--- src/rtl/tristate_bus_arbiter.sv ---
// Round-robin owner arbiter for a shared 4:1 tristate bus. Drives the mux select and
// per-driver enables with a one-cycle turnaround; a hold timer forces release of long owners.
module tristate_bus_arbiter #(
    parameter int MAX_HOLD = 8
) (
    input  logic       clk,
    input  logic       rst,
    input  logic [3:0] req,
    input  logic       done,
    output logic [3:0] gnt,
    output logic [1:0] sel,
    output logic [3:0] en,
    output logic       busy,
    output logic       timeout
);

    localparam int CW = $clog2(MAX_HOLD + 1);

    typedef enum logic [1:0] {
        S_IDLE,
        S_GRANT,
        S_OWN,
        S_RELEASE
    } state_t;

    state_t          r_state;
    logic   [1:0]    r_owner;
    logic   [1:0]    r_last;
    logic   [CW-1:0] r_hold;
    logic   [3:0]    r_gnt;
    logic   [1:0]    r_sel;
    logic   [3:0]    r_en;
    logic            r_busy;
    logic            r_timeout;

    state_t          w_state_nx;
    logic   [1:0]    w_owner_nx;
    logic   [1:0]    w_last_nx;
    logic   [CW-1:0] w_hold_nx;
    logic   [1:0]    w_pick;
    logic   [3:0]    w_onehot;
    logic            w_timeout_nx;

    // Offsets are scanned from farthest to nearest so the nearest requester after last wins.
    function automatic logic [1:0] f_pick(input logic [3:0] rq, input logic [1:0] lst);
        logic [1:0] idx;
        f_pick = 2'(lst + 2'd1);
        for (int i = 4; i >= 1; i--) begin
            idx = 2'(lst + 2'(i));
            if (rq[idx]) f_pick = idx;
        end
    endfunction

    assign w_pick   = f_pick(req, r_last);
    assign w_onehot = 4'(4'b0001 << w_owner_nx);

    always_comb begin
        w_state_nx   = r_state;
        w_owner_nx   = r_owner;
        w_last_nx    = r_last;
        w_hold_nx    = r_hold;
        w_timeout_nx = 1'b0;
        case (r_state)
            S_IDLE: begin
                if (|req) begin
                    w_state_nx = S_GRANT;
                    w_owner_nx = w_pick;
                end
            end
            S_GRANT: begin
                if (req[r_owner]) begin
                    w_state_nx = S_OWN;
                    w_hold_nx  = CW'(1);
                end else begin
                    w_state_nx = S_RELEASE;
                    w_last_nx  = r_owner;
                end
            end
            S_OWN: begin
                // A voluntary exit outranks the hold limit, so no timeout in that case.
                if (done || !req[r_owner]) begin
                    w_state_nx = S_RELEASE;
                    w_last_nx  = r_owner;
                end else if (r_hold == CW'(MAX_HOLD)) begin
                    w_state_nx   = S_RELEASE;
                    w_last_nx    = r_owner;
                    w_timeout_nx = 1'b1;
                end else begin
                    w_hold_nx = r_hold + CW'(1);
                end
            end
            S_RELEASE: begin
                w_hold_nx = '0;
                if (|req) begin
                    w_state_nx = S_GRANT;
                    w_owner_nx = w_pick;
                end else begin
                    w_state_nx = S_IDLE;
                end
            end
            default: w_state_nx = S_IDLE;
        endcase
    end

    // Outputs are registered from the next state so they line up with the state they describe.
    always_ff @(posedge clk or posedge rst) begin
        if (rst) begin
            r_state   <= S_IDLE;
            r_owner   <= 2'd0;
            r_last    <= 2'd3;
            r_hold    <= '0;
            r_gnt     <= 4'b0000;
            r_sel     <= 2'd0;
            r_en      <= 4'b0000;
            r_busy    <= 1'b0;
            r_timeout <= 1'b0;
        end else begin
            r_state   <= w_state_nx;
            r_owner   <= w_owner_nx;
            r_last    <= w_last_nx;
            r_hold    <= w_hold_nx;
            r_timeout <= w_timeout_nx;
            r_busy    <= (w_state_nx != S_IDLE);
            r_gnt     <= (w_state_nx == S_GRANT || w_state_nx == S_OWN) ? w_onehot : 4'b0000;
            r_en      <= (w_state_nx == S_OWN) ? w_onehot : 4'b0000;
            if (w_state_nx == S_IDLE)       r_sel <= 2'd0;
            else if (w_state_nx == S_GRANT) r_sel <= w_owner_nx;
        end
    end

    assign gnt     = r_gnt;
    assign sel     = r_sel;
    assign en      = r_en;
    assign busy    = r_busy;
    assign timeout = r_timeout;

endmodule
--- config.mk ---
export PLATFORM = sky130hd
export DESIGN_NAME = tristate_bus_arbiter
export DESIGN_NICKNAME = d
export VERILOG_FILES = /design/src/rtl/tristate_bus_arbiter.sv
export SDC_FILE = /design/constraint.sdc
export NUM_CORES = 1
export LEC_CHECK = 0
export ABC_CLOCK_PERIOD_IN_PS = 2900
export CAP_MARGIN = 20
export CORE_MARGIN = 1.5
export CORE_UTILIZATION = 50
export CTS_CLUSTER_SIZE = 12
export DETAILED_ROUTE_END_ITERATION = 8
export PLACE_DENSITY = 0.73
export SLEW_MARGIN = 40
export SYNTH_ARGS = -nofsm -noshare
export SYNTH_HDL_FRONTEND = slang
export SYNTH_SLANG_ARGS = --single-unit
--- constraint.sdc ---
create_clock -name clk -period 2.9 [get_ports clk]
set_clock_uncertainty 0.05 [all_clocks]
set_input_delay 0.58 -clock clk [delete_from_list [all_inputs] [get_ports clk]]
set_output_delay 0.58 -clock clk [all_outputs]
set_load 0.05 [all_outputs]
[Word level (Yosys, flattened, before mapping)]
Index checks and enable logic that the tools add are counted.
Storage, ports and cells
  register bits: 22
  bits of input ports: 7
  output and inout port bits: 12
  word-level logic and storage cells: 80
Operators by class
  add/subtract/negate cells: 4
  magnitude comparators: 5
  eq/ne operators: 11
  shifts and indexed selects: 1
  muxes and demuxes: 37
  reduce and logical (&&, ||, !) cells: 13
Operators by type and width (number)
  2-bit 2-to-1 mux: 14
  4-bit 2-to-1 mux: 5
  2-bit by 3-bit less-than comparator with 1-bit output, second input constant: 5
  4-bit one-hot mux with 3 select lines: 1
  1-bit binary-select mux with 2-bit select: 5
  1-bit 2-to-1 mux: 10
  2-bit inequality test, second input constant: 4
  2-bit one-hot mux with 4 select lines: 1
  2-bit equality test, second input constant: 3
  2-bit nonzero test: 3
  2-bit adder, second input constant: 2
  4-bit by 1-bit adder with 4-bit output, second input constant: 1
  2-bit by 1-bit equality test with 1-bit output, second input constant: 2
  4-bit equality test, second input constant: 1
  2-bit logical NOT: 2
  2-bit one-hot mux with 2 select lines: 1
  4-bit AND reduction: 1
  4-bit OR reduction: 1
  1-bit by 2-bit << shifter with 4-bit output, first input constant: 1
  3-bit inequality test, second input constant: 1
  3-bit AND reduction: 1
  3-bit nonzero test: 1
  2-bit by 1-bit adder with 2-bit output, second input constant: 1
  1-bit logical OR: 2
  other kinds (2): 2

[Depth between registers and ports, before layout]
Gate-level depths: netlist of the first run.
  depth in word-level cells: 10
  gate-level depth with buffers: 9
  gate-level depth less buffers: 9

[Least setup slack after synthesis of the first run]
Ideal clock, no wire load.
  path kind: input port to flip-flop
  from: input port req[3]
  to: register r_gnt[0] (netlist: gnt[0])
  library setup time: 0.101 ns
  data arrival time: 2.231 ns
  data required time: 2.749 ns
  setup slack: 0.519 ns
  cell stages on the path: 7
  buffers on the path: 0
  cell sequence: mux4_2 > o21a_1 > o21bai_1 > and2_1 > ha_1 > inv_1 > nor4_1
On the way
  longest elaborated chain between the ends: 10
  elaborated cells between the ends (all ways): 29
  classes of those cells: 2 x eq/ne; 1 x shift; 22 x mux; 4 x reduce/logical
Ends and longest elaborated chain
  start: declaration: line 8  | input logic [3:0] req,
  1-bit binary-select mux with 2-bit select: line 50  | if (rq[idx]) f_pick = idx;
  1-bit 2-to-1 mux (not written as such): line 50
  2-bit 2-to-1 mux (4 in series): line 50
  2-bit 2-to-1 mux: line 65, 94
  2-bit 2-to-1 mux
  1-bit by 2-bit << shifter with 4-bit output: line 55  | assign w_onehot = 4'(4'b0001 << w_owner_nx);
  4-bit 2-to-1 mux (*): line 124  | r_gnt <= (w_state_nx == S_GRANT || w_state_nx == S_OWN) ? w_onehot : 4'b0000;
  end signal: assignment: line 124
  end: declaration: line 30  | logic [3:0] r_gnt;
Mark *: on every way between the ends. The rest lies on a longest branch, timed or not. The select of a mux whose other input is x is not followed.
A chain may end at the register's enable or synchronous reset.

[Final worst setup path of the first run]
  from: input port req[2]
  to: register r_gnt[0] (netlist: gnt[0])
Same word-level chain as after synthesis.

==> results of run 1 <==
==> synthesized netlist by cell type, drive strengths merged, types with 3 or more instances <==
cell and count:
o21bai 3, nand2 4, dfrtp 20, o211a 3, ha 9, inv 14
nor2 7, a21oi 3, nor4 4
==> power groups by stage <==
stage | clock (mW) | combinational (mW) | sequential [mW]
5_1_grt | 0.252 | 1.27 | 0.543
3_5_place_dp | 0 | 1.15 | 0.533
3_3_place_gp | 0 | 1.13 | 0.527
4_1_cts | 0.240 | 1.15 | 0.526
6_report | 0.234 | 1.15 | 0.526
2_1_floorplan | 0 | 0.734 | 0.672
==> how the worst max path moves through the flow <==
stage | endpoint | slack [ps] | start
finish | gnt[0] | 370 | req[2]
global route | gnt[0] | 230 | req[2]
CTS | gnt[0] | 370 | req[2]
detailed placement | gnt[0] | 40 | req[2]
global placement | gnt[0] | 120 | req[3]
floorplan | gnt[0] | 520 | req[3]
==> logic make-up after synthesis <==
family,after synthesis
adders and majority gates,9
muxes,4
and+or+nand+nor,35
AOI/OAI and AO/OA,27
DFF,22
xor gates and xnor gates,2
buffers and inverters,17
==> worst max-delay path, stage by stage <==
cell and delay [ps]:
sky130_fd_sc_hd__clkdlybuf4s50_1 420, sky130_fd_sc_hd__mux4_2 510, sky130_fd_sc_hd__o21a_1 200, sky130_fd_sc_hd__o21bai_1 160, sky130_fd_sc_hd__and2_1 180, sky130_fd_sc_hd__ha_1 310, sky130_fd_sc_hd__inv_1 70, sky130_fd_sc_hd__nor4_1 270
==> layout make-up <==
cell class                 instances  area share
multi-input combinational         77       0.407
sequential                        22       0.356
timing repair buffer              24       0.145
inverter                          14      0.0338
tap                               30      0.0242
clock inverter                     1      0.0193
clock buffer                       3      0.0145
==> flip-flops by register name (all words and copies together) (netlist names), 2 cells and up <==
register / flops
en: 4
gnt: 4
r_hold: 4
r_last: 2
r_owner: 2
r_state: 2
sel: 2
==> through the flow <==
step	worst slack (ps)	power [mW]	std cells
2_1_floorplan	519	1.41	116
3_3_place_gp	118	1.66	167
3_5_place_dp	40.7	1.68	167
4_1_cts	374	1.92	171
5_1_grt	234	2.07	171
6_report	375	1.91	171
==> per-layer routing <==
layer	track usage	wire length, µm
met1	0.245	1060
met4	0.103	40
met5	0	0
met2	0.288	1040
met3	0.0169	68
==> impl_metrics.sql, run 1 <==
INSERT INTO impl_metrics (metric_group, metric, value, unit) VALUES
('run_status', 'outcome', 'completed', ''),
('grt', 'grt_first_pass_wirelength', '3730', 'µm'),
('worst_hold_path', 'worst_hold_start', 'sel[0]', ''),
('final_layout', 'layout.cells.most_common', 'sky130_fd_sc_hd__dfrtp_1', ''),
('yosys', 'synth.area.mux_share', '0.0437', ''),
('grt', 'maximum_number_of_pins_on_one_net_before_global_route_repair', '23', ''),
('clock_tree', 'cts_made_buffers', '3', ''),
('timing', 'max-slew-margin-rel', '0.663', ''),
('detailed_routing', 'vias', '967', ''),
('clock_tree', 'cts_setup_buffers', '0', ''),
('timing', 'total_negative_slack', '0', 'ps'),
('yosys', 'area_share_of_the_largest_cell_type_after_synthesis', '0.397', ''),
('final_layout', 'mostFrequentLayoutCells', '20 x sky130_fd_sc_hd__dfrtp_1, 18 x sky130_fd_sc_hd__clkdlybuf4s50_1, 13 x sky130_fd_sc_hd__inv_1, 9 x sky130_fd_sc_hd__ha_1, 7 x sky130_fd_sc_hd__nor2_1', ''),
('floorplan', 'total_die_area', '2830', 'µm²'),
('detailed_routing', 'drt_pre_antenna_iters', '4', ''),
('worst_hold_path', 'hold_path_depth', '2', ''),
('timing', 'timing.final.crit_share', '0.871', ''),
('clock_tree', 'cts-resized-gates', '0', ''),
('final_layout', 'nNetsFinal', '158', ''),
('worst_hold_path', 'hp-class', 'flop to flop', ''),
('timing', 'period_needed', '2530', 'ps'),
('yosys', 'synth_cell_types', '49', ''),
('final_layout', 'antenna_cells', '0', ''),
('timing', 'max_freq', '0.396', 'GHz'),
('floorplan', 'vertical_die_dimension', '53.2', 'µm'),
('yosys', 'synth.ff_latch_count', '22', ''),
('final_layout', 'fillCellCount', '185', ''),
('worst_hold_path', 'timing.hold.worst_endpoint', 'sel[0]', ''),
('detailed_routing', 'route.antenna.remaining_nets', '0', ''),
('floorplan', 'core_area', '2430', 'µm²'),
('final_layout', 'fin_area', '1550', 'µm²'),
('setup_path', 'timing.rr.start', 'r_owner[0]', ''),
('yosys', 'synth.net_count', '132', ''),
('yosys', 'synthesis.instances', '116', ''),
('yosys', 'synth_top_family_by_area', 'compound AO/OA/AOI/OAI gates', ''),
('setup_path', 'timing.critical_path.to_type', 'flop', ''),
('detailed_routing', 'via_per_inst', '5.65', ''),
('detailed_routing', 'wire_per_inst', '13.0', 'µm'),
('setup_path', 'startpoint_type', 'primary input', ''),
('timing', 'worstMarginPinSlew', '503', 'ps'),
('power_and_ir_drop', 'power_density', '1230', 'nW/µm²'),
('yosys', 'synth_simple_gate_area_share', '0.178', ''),
('power_and_ir_drop', 'internal_power', '1.06', 'mW'),
('placed_design', 'finalWeightedCongestion', '0.791', ''),
('placed_design', 'placement.io_buffers', '18', ''),
('power_and_ir_drop', 'swShare', '0.447', ''),
('yosys', 'netlist_area', '1260', 'µm²'),
('detailed_routing', 'drt_initial_violations', '7', ''),
('setup_path', 'cp_data_required_time', '3070', 'ps'),
('clock_tree', 'clkLatencyLatePin', '310', 'ps'),
('setup_path', 'worst-endpoint-arrival', '2700', 'ps'),
('power_and_ir_drop', 'seq_power_share', '0.275', ''),
('yosys', 'edff_count_synth', '0', ''),
('clock_tree', 'cts.path.max_buffers', '2', ''),
('grt', 'globalRouteTotalUtil', '0.183', ''),
('power_and_ir_drop', 'combPwrFrac', '0.603', ''),
('grt', 'globalRoute.totalOverflow', '0', ''),
('power_and_ir_drop', 'clkPwrFrac', '0.122', ''),
('power_and_ir_drop', 'switching_power', '0.856', 'mW'),
('setup_path', 'ff2ff_setup_slack', '570', 'ps'),
('yosys', 'synthesis.yosys.warnings', '0', ''),
('yosys', 'synthXorXnorAreaFrac', '0.0139', ''),
('final_layout', 'layout.core_utilization', '0.639', ''),
('timing', 'slew_viol_final', '0', ''),
('clock_tree', 'h-tree-depth', '1', ''),
('detailed_routing', 'routed_wl', '2220', 'µm'),
('yosys', 'register_area_share_after_synthesis', '0.439', ''),
('yosys', 'synth_fa_ha_area_frac', '0.0894', ''),
('yosys', 'area_fraction_in_compound_gates_after_synthesis', '0.178', ''),
('power_and_ir_drop', 'max-vdd-ir-drop', '0.786', 'mV'),
('detailed_routing', 'drt_drc_violations_left', '0', '');
No activity file was read; power rests on OpenSTA's default activity.
==> run 2, diff against run 1 <==
--- a/config.mk
+++ b/config.mk
@@ -5,13 +5,13 @@
 export SDC_FILE = /design/constraint.sdc
 export NUM_CORES = 1
 export LEC_CHECK = 0
-export ABC_CLOCK_PERIOD_IN_PS = 2900
+export ABC_CLOCK_PERIOD_IN_PS = 2000
 export CAP_MARGIN = 20
 export CORE_MARGIN = 1.5
-export CORE_UTILIZATION = 50
+export CORE_UTILIZATION = 47
 export CTS_CLUSTER_SIZE = 12
 export DETAILED_ROUTE_END_ITERATION = 8
-export PLACE_DENSITY = 0.73
+export PLACE_DENSITY = 0.72
 export SLEW_MARGIN = 40
 export SYNTH_ARGS = -nofsm -noshare
 export SYNTH_HDL_FRONTEND = slang
==> constraint.sdc (replaced) <==
create_clock -name clk -period 2 [get_ports clk]
set_clock_uncertainty 0.05 [all_clocks]
set_input_delay 0.4 -clock clk [delete_from_list [all_inputs] [get_ports clk]]
set_output_delay 0.4 -clock clk [all_outputs]
set_load 0.05 [all_outputs]
==> run 2 against run 1 <==
Net effect:
- the run now ends with negative setup slack left
- global-route usage rose by 3.0 points
- clock power rose by 47%
- worst setup slack worse by 500 ps
- largest power group unchanged
==> impl_metrics.sql, run 2 (synthesis results as in run 1) <==
INSERT INTO impl_metrics (metric_group, metric, value, unit) VALUES
('final_layout', 'ratio_of_cells_with_drive_above_1_in_the_final_layout', '0.348', ''),
('detailed_routing', 'via_per_inst', '5.64', ''),
('placed_design', 'finalWeightedCongestion', '0.779', ''),
('detailed_routing', 'route.antenna.remaining_nets', '0', ''),
('run_status', 'violations', 'negative setup slack', ''),
('detailed_routing', 'wire_per_inst', '15.6', 'µm'),
('timing', 'timing.final.ws_setup', '-130', 'ps'),
('grt', 'grt_first_pass_wirelength', '4420', 'µm'),
('floorplan', 'design.portCount', '19', ''),
('final_layout', 'nNetsFinal', '172', ''),
('timing', 'final_hold_viol_count', '0', ''),
('power_and_ir_drop', 'max-vdd-ir-drop', '1.49', 'mV'),
('final_layout', 'mostFrequentLayoutCells', '19 x sky130_fd_sc_hd__dfrtp_1, 19 x sky130_fd_sc_hd__buf_4, 14 x sky130_fd_sc_hd__clkdlybuf4s50_1, 12 x sky130_fd_sc_hd__inv_1, 7 x sky130_fd_sc_hd__nor2_1', ''),
('power_and_ir_drop', 'power_density', '1970', 'nW/µm²'),
('setup_path', 'ff2ff_setup_slack', '-130', 'ps'),
('timing', 'slew_viol_final', '0', ''),
('floorplan', 'vertical_die_dimension', '54.8', 'µm'),
('floorplan', 'initial_core_util', '0.504', ''),
('floorplan', 'die_width', '54.8', 'µm'),
('clock_tree', 'clkLatencyLatePin', '310', 'ps'),
('detailed_routing', 'drt_drc_violations_left', '0', ''),
('floorplan', 'total_die_area', '3000', 'µm²'),
('grt', 'first_global_vias', '1002', ''),
('grt', 'globalRouteTotalUtil', '0.213', ''),
('clock_tree', 'h-tree-depth', '1', ''),
('timing', 'timing.final.crit_share', '1.06', ''),
('detailed_routing', 'drt_pre_antenna_iters', '4', ''),
('placed_design', 'detailed_place_hpwl', '2010', 'µm'),
('setup_path', 'critical_path_class', 'flop to flop', ''),
('placed_design', 'placement.io_buffers', '18', ''),
('setup_path', 'path_max_fanout', '3', ''),
('clock_tree', 'tritoncts', 'done', ''),
('final_layout', 'synthToLayoutAreaGrowth', '37.0', '%'),
('setup_path', 'r2r_end', 'gnt[1]', ''),
('grt', 'maximum_number_of_pins_on_one_net_before_global_route_repair', '23', ''),
('clock_tree', 'cts.path.max_buffers', '2', ''),
('timing', 'max-slew-margin-rel', '0.629', ''),
('power_and_ir_drop', 'p_leak', '0.797', 'nW'),
('detailed_routing', 'routed_wl', '2880', 'µm'),
('setup_path', 'startpoint_type', 'flop', ''),
('floorplan', 'rows', '18', ''),
('floorplan', 'core_area', '2500', 'µm²'),
('run_status', 'outcome', 'finished with violations', ''),
('clock_tree', 'cts-root-buf', 'sky130_fd_sc_hd__clkbuf_4', ''),
('timing', 'grt_setup_unrepaired', 'yes', ''),
('setup_path', 'number_of_cells_on_the_worst_reg_to_reg_path', '7', ''),
('detailed_routing', 'vias', '1044', ''),
('timing', 'worstMarginPinSlew', '555', 'ps'),
('setup_path', 'timing.rr.start', 'r_owner[0]', ''),
('timing', 'timing.final.setup_violations', '10', ''),
('setup_path', 'timing.critical_path.to_type', 'flop', ''),
('grt', 'globalRoute.totalOverflow', '0', ''),
('final_layout', 'antenna_cells', '0', ''),
('clock_tree', 'cts.reportedPaths.clkPinSlew', '130', 'ps'),
('setup_path', 'worst-endpoint-arrival', '2340', 'ps'),
('clock_tree', 'cts.sink_count', '22', ''),
('clock_tree', 'cts_made_buffers', '3', ''),
('timing', 'total_negative_slack', '-866', 'ps'),
('flow_run', 'drv_cap', '0', ''),
('worst_hold_path', 'hp-class', 'primary input to asynchronous set/reset pin', ''),
('grt', 'initial_antenna_violation_count', '0', ''),
('final_layout', 'fin_area', '1730', 'µm²'),
('timing', 'max_freq', '0.470', 'GHz'),
('detailed_routing', 'drt_initial_violations', '12', ''),
('setup_path', 'cp_data_required_time', '2210', 'ps'),
('placed_design', 'placed_inst_area', '1590', 'µm²'),
('timing', 'period_needed', '2130', 'ps');
[run 2: what timing repair did]
action	4_1_cts	5_1_grt
hold buffers	0	0
setup buffers	2	0
pin swaps	6	4
gates resized for setup	14	5
endpoints found under the setup margin	10	10
[run 2: how the worst max path moves through the flow]
| stage | from | end | slack, ps | depth (start not counted) |
|---|---|---|---|---|
| after floorplan | req[3] | gnt[2] | -100 | 7 |
| after global routing | r_owner[0] | sel[0] | -220 | 7 |
| after detailed placement | req[2] | gnt[0] | -540 | 8 |
| final | r_owner[0] | gnt[1] | -130 | 7 |
| after global placement | req[3] | gnt[0] | -510 | 8 |
| after CTS | r_owner[0] | gnt[0] | -140 | 7 |
[run 2: power breakdown]
group / internal (mW) / switching [mW] / total, mW / leakage (nW)
Combinational: 1.04 / 1.24 / 2.29 / 0.492
Sequential: 0.634 / 0.131 / 0.765 / 0.277
Clock: 0.203 / 0.142 / 0.345 / 0.0279
[run 2: per-layer routing]
layer / track usage / wire length, µm
met1: 0.269 / 1230
met2: 0.363 / 1470
met3: 0.0301 / 105
met4: 0.0833 / 78
met5: 0 / 0
[run 2: area by class of cell]
cell class | count | area, µm²
clock buffers | 3 | 22.5
clock inverters | 1 | 30.0
fillers | 188 | 773
inverters | 14 | 52.6
multi-input cells | 77 | 701
flip-flops and latches | 22 | 554
well taps | 30 | 37.5
repair buffers | 38 | 329
[run 2: per-stage QoR]
| stage | util | power, mW | hold WS, ps | setup slack (ps) | instances |
|---|---|---|---|---|---|
| floorplan | - | 2.06 | 338 | -102 | 116 |
| global placement | 0.637 | 2.55 | 478 | -505 | 179 |
| detailed placement | 0.637 | 2.60 | 487 | -539 | 179 |
| CTS | 0.680 | 3.21 | 365 | -137 | 185 |
| global route | 0.691 | 3.62 | 416 | -219 | 185 |
| finish | 0.691 | 3.39 | 350 | -130 | 185 |
[run 2: critical path, cell delays in order, from the launching register on]
cell                       delay [ps]
sky130_fd_sc_hd__dfrtp_1          400
sky130_fd_sc_hd__mux4_2           540
sky130_fd_sc_hd__a31oi_1          310
sky130_fd_sc_hd__o21bai_4          80
sky130_fd_sc_hd__and2_4           150
sky130_fd_sc_hd__ha_4             270
sky130_fd_sc_hd__buf_6             90
sky130_fd_sc_hd__and4_4           180
==> run 3, diff against run 2 <==
--- a/config.mk
+++ b/config.mk
@@ -7,6 +7,7 @@
 export LEC_CHECK = 0
 export ABC_CLOCK_PERIOD_IN_PS = 2000
 export CAP_MARGIN = 20
+export CORE_ASPECT_RATIO = 0.5
 export CORE_MARGIN = 1.5
 export CORE_UTILIZATION = 47
 export CTS_CLUSTER_SIZE = 12
==> run 3 against run 2 <==
Net effect:
- fmax up 1.2%
- clock power increased by 20%
- routed wire length shrank 1.2%
- global-route usage decreased by 0.48 points
- combinational power up 3%
- the flow still finishes with violations (negative setup slack)
- final area up 4.1%
==> impl_metrics.sql, run 3 (synthesis results as in run 1) <==
INSERT INTO impl_metrics (metric_group, metric, value, unit) VALUES
('run_status', 'outcome', 'finished with violations', ''),
('run_status', 'violations', 'negative setup slack', ''),
('final_layout', 'fillCellCount', '206', ''),
('setup_path', 'critical_path_class', 'flop to flop', ''),
('clock_tree', 'cts.path.max_buffers', '2', ''),
('floorplan', 'total_die_area', '3020', 'µm²'),
('placed_design', 'detailed_place_hpwl', '1960', 'µm'),
('power_and_ir_drop', 'power_density', '1970', 'nW/µm²'),
('timing', 'worstMarginPinSlew', '552', 'ps'),
('grt', 'grt.busiest_layer', 'met2', ''),
('setup_path', 'startpoint_type', 'flop', ''),
('placed_design', 'placedCellCount', '188', ''),
('setup_path', 'cp_data_required_time', '2110', 'ps'),
('clock_tree', 'clkLatencyLatePin', '260', 'ps'),
('floorplan', 'rows', '13', ''),
('detailed_routing', 'drt_initial_violations', '20', ''),
('clock_tree', 'cts.sink_count', '22', ''),
('detailed_routing', 'via_per_inst', '5.24', ''),
('grt', 'grt_util_met3', '0.0512', ''),
('detailed_routing', 'route.antenna.remaining_nets', '0', ''),
('placed_design', 'placed_inst_area', '1620', 'µm²'),
('detailed_routing', 'vias', '1033', ''),
('grt', 'grt_first_pass_wirelength', '4700', 'µm'),
('timing', 'hold_slack', '316', 'ps'),
('final_layout', 'regArea', '554', 'µm²'),
('setup_path', 'worst-endpoint-arrival', '2220', 'ps'),
('timing', 'max_freq', '0.475', 'GHz'),
('floorplan', 'die_width', '76.2', 'µm'),
('timing', 'timing.final.setup_violations', '9', ''),
('final_layout', 'multi_input_combinational_cell_area', '709', 'µm²'),
('power_and_ir_drop', 'max-vdd-ir-drop', '1.33', 'mV'),
('final_layout', 'antenna_cells', '0', ''),
('timing', 'final_hold_viol_count', '0', ''),
('worst_hold_path', 'hp-class', 'primary input to asynchronous set/reset pin', ''),
('placed_design', 'finalWeightedCongestion', '0.822', ''),
('timing', 'grt_setup_unrepaired', 'yes', ''),
('placed_design', 'preCtsSetupSlack', '-612', 'ps'),
('power_and_ir_drop', 'p_leak', '0.830', 'nW'),
('final_layout', 'synthToLayoutAreaGrowth', '42.6', '%'),
('setup_path', 'path_max_fanout', '3', ''),
('detailed_routing', 'wire_per_inst', '14.4', 'µm'),
('floorplan', 'design.portCount', '19', ''),
('clock_tree', 'cts-root-buf', 'sky130_fd_sc_hd__clkbuf_8', ''),
('floorplan', 'vertical_die_dimension', '39.6', 'µm'),
('grt', 'use_met1', '0.257', ''),
('clock_tree', 'h-tree-depth', '1', ''),
('floorplan', 'core_area', '2570', 'µm²'),
('grt', 'initial_antenna_violation_count', '0', ''),
('flow_run', 'drv_cap', '0', ''),
('timing', 'period_needed', '2110', 'ps'),
('clock_tree', 'cts_made_buffers', '3', ''),
('grt', 'first_global_vias', '1021', ''),
('grt', 'globalRoute.totalOverflow', '0', ''),
('placed_design', 'placement.io_buffers', '18', ''),
('final_layout', 'finalNonFillerCells', '197', ''),
('floorplan', 'initial_core_util', '0.490', ''),
('grt', 'globalRouteTotalUtil', '0.208', ''),
('detailed_routing', 'drt_pre_antenna_iters', '4', ''),
('final_layout', 'fin_area', '1800', 'µm²'),
('detailed_routing', 'drt_drc_violations_left', '0', ''),
('timing', 'slew_viol_final', '0', ''),
('grt', 'globalRouteMet2Util', '0.382', ''),
('detailed_routing', 'routed_wl', '2850', 'µm'),
('timing', 'max-slew-margin-rel', '0.630', ''),
('timing', 'total_negative_slack', '-695', 'ps'),
('final_layout', 'layout.cells.most_common', 'sky130_fd_sc_hd__buf_4', ''),
('clock_tree', 'tritoncts', 'done', ''),
('final_layout', 'ratio_of_cells_with_drive_above_1_in_the_final_layout', '0.375', ''),
('clock_tree', 'cts.reportedPaths.clkPinSlew', '80', 'ps'),
('setup_path', 'timing.critical_path.to_type', 'flop', ''),
('timing', 'timing.final.crit_share', '1.05', ''),
('final_layout', 'nNetsFinal', '177', ''),
('grt', 'maximum_number_of_pins_on_one_net_before_global_route_repair', '16', ''),
('final_layout', 'mostFrequentLayoutCells', '25 x sky130_fd_sc_hd__buf_4, 19 x sky130_fd_sc_hd__dfrtp_1, 14 x sky130_fd_sc_hd__clkdlybuf4s50_1, 12 x sky130_fd_sc_hd__inv_1', ''),
('timing', 'timing.final.ws_setup', '-105', 'ps'),
('clock_tree', 'cts_hold_repair.buffers', '0', '');
run 3: path summary, 6_finish.rpt:
kind,slack [ps],startpoint,endpoint,cells past startpoint
max in group asynchronous,1080,rst,r_state[0],3
worst min register to register,490,sel[0],sel[0],2
worst max-delay path,-110,r_owner[0],en[1],7
min in group clk,490,sel[0],sel[0],2
worst min-delay path,320,rst,r_hold[0],2
worst max register to register,-110,r_owner[0],en[1],7
run 3: area by class of cell:
class,instances,share of cell area
Timing Repair Buffer,43,0.202
Inverter,14,0.0292
Clock buffer,3,0.0230
Tap cell,37,0.0258
Clock inverter,1,0.0167
Multi-Input combinational cell,77,0.395
Sequential cell,22,0.308
run 3: per-stage QoR:
step,util,power [mW]
after global placement,0.629,2.63
after floorplan,-,2.06
final,0.699,3.54
after detailed placement,0.629,2.66
after CTS,0.682,3.35
after global routing,0.699,3.80
run 3: worst max-delay path, stage by stage (launching register included):
cell and delay (ps):
sky130_fd_sc_hd__dfrtp_1 390, sky130_fd_sc_hd__mux4_2 560, sky130_fd_sc_hd__o21a_1 230, sky130_fd_sc_hd__o21bai_4 180, sky130_fd_sc_hd__and2_4 160, sky130_fd_sc_hd__buf_4 140, sky130_fd_sc_hd__ha_4 170, sky130_fd_sc_hd__and4_4 140
run 3: repair_timing:
item                                    CTS  global route
resized for setup                        15             7
pin swaps                                 6             5
endpoints found under the setup margin   11            10
setup buffers                             2             3
run 3: layer usage:
metal | vias to the layer above | share of wire | wire length (µm)
met5 | - | 0 | 0
met4 | 0 | 0.013 | 37
met3 | 4 | 0.029 | 82
met2 | 14 | 0.48 | 1370
met1 | 509 | 0.48 | 1350
li1 | 506 | - | -
run 3: power by group:
group | switching, mW | internal (mW) | total, mW
Combinational | 1.23 | 1.13 | 2.36
Sequential | 0.132 | 0.636 | 0.768
Clock | 0.148 | 0.267 | 0.415
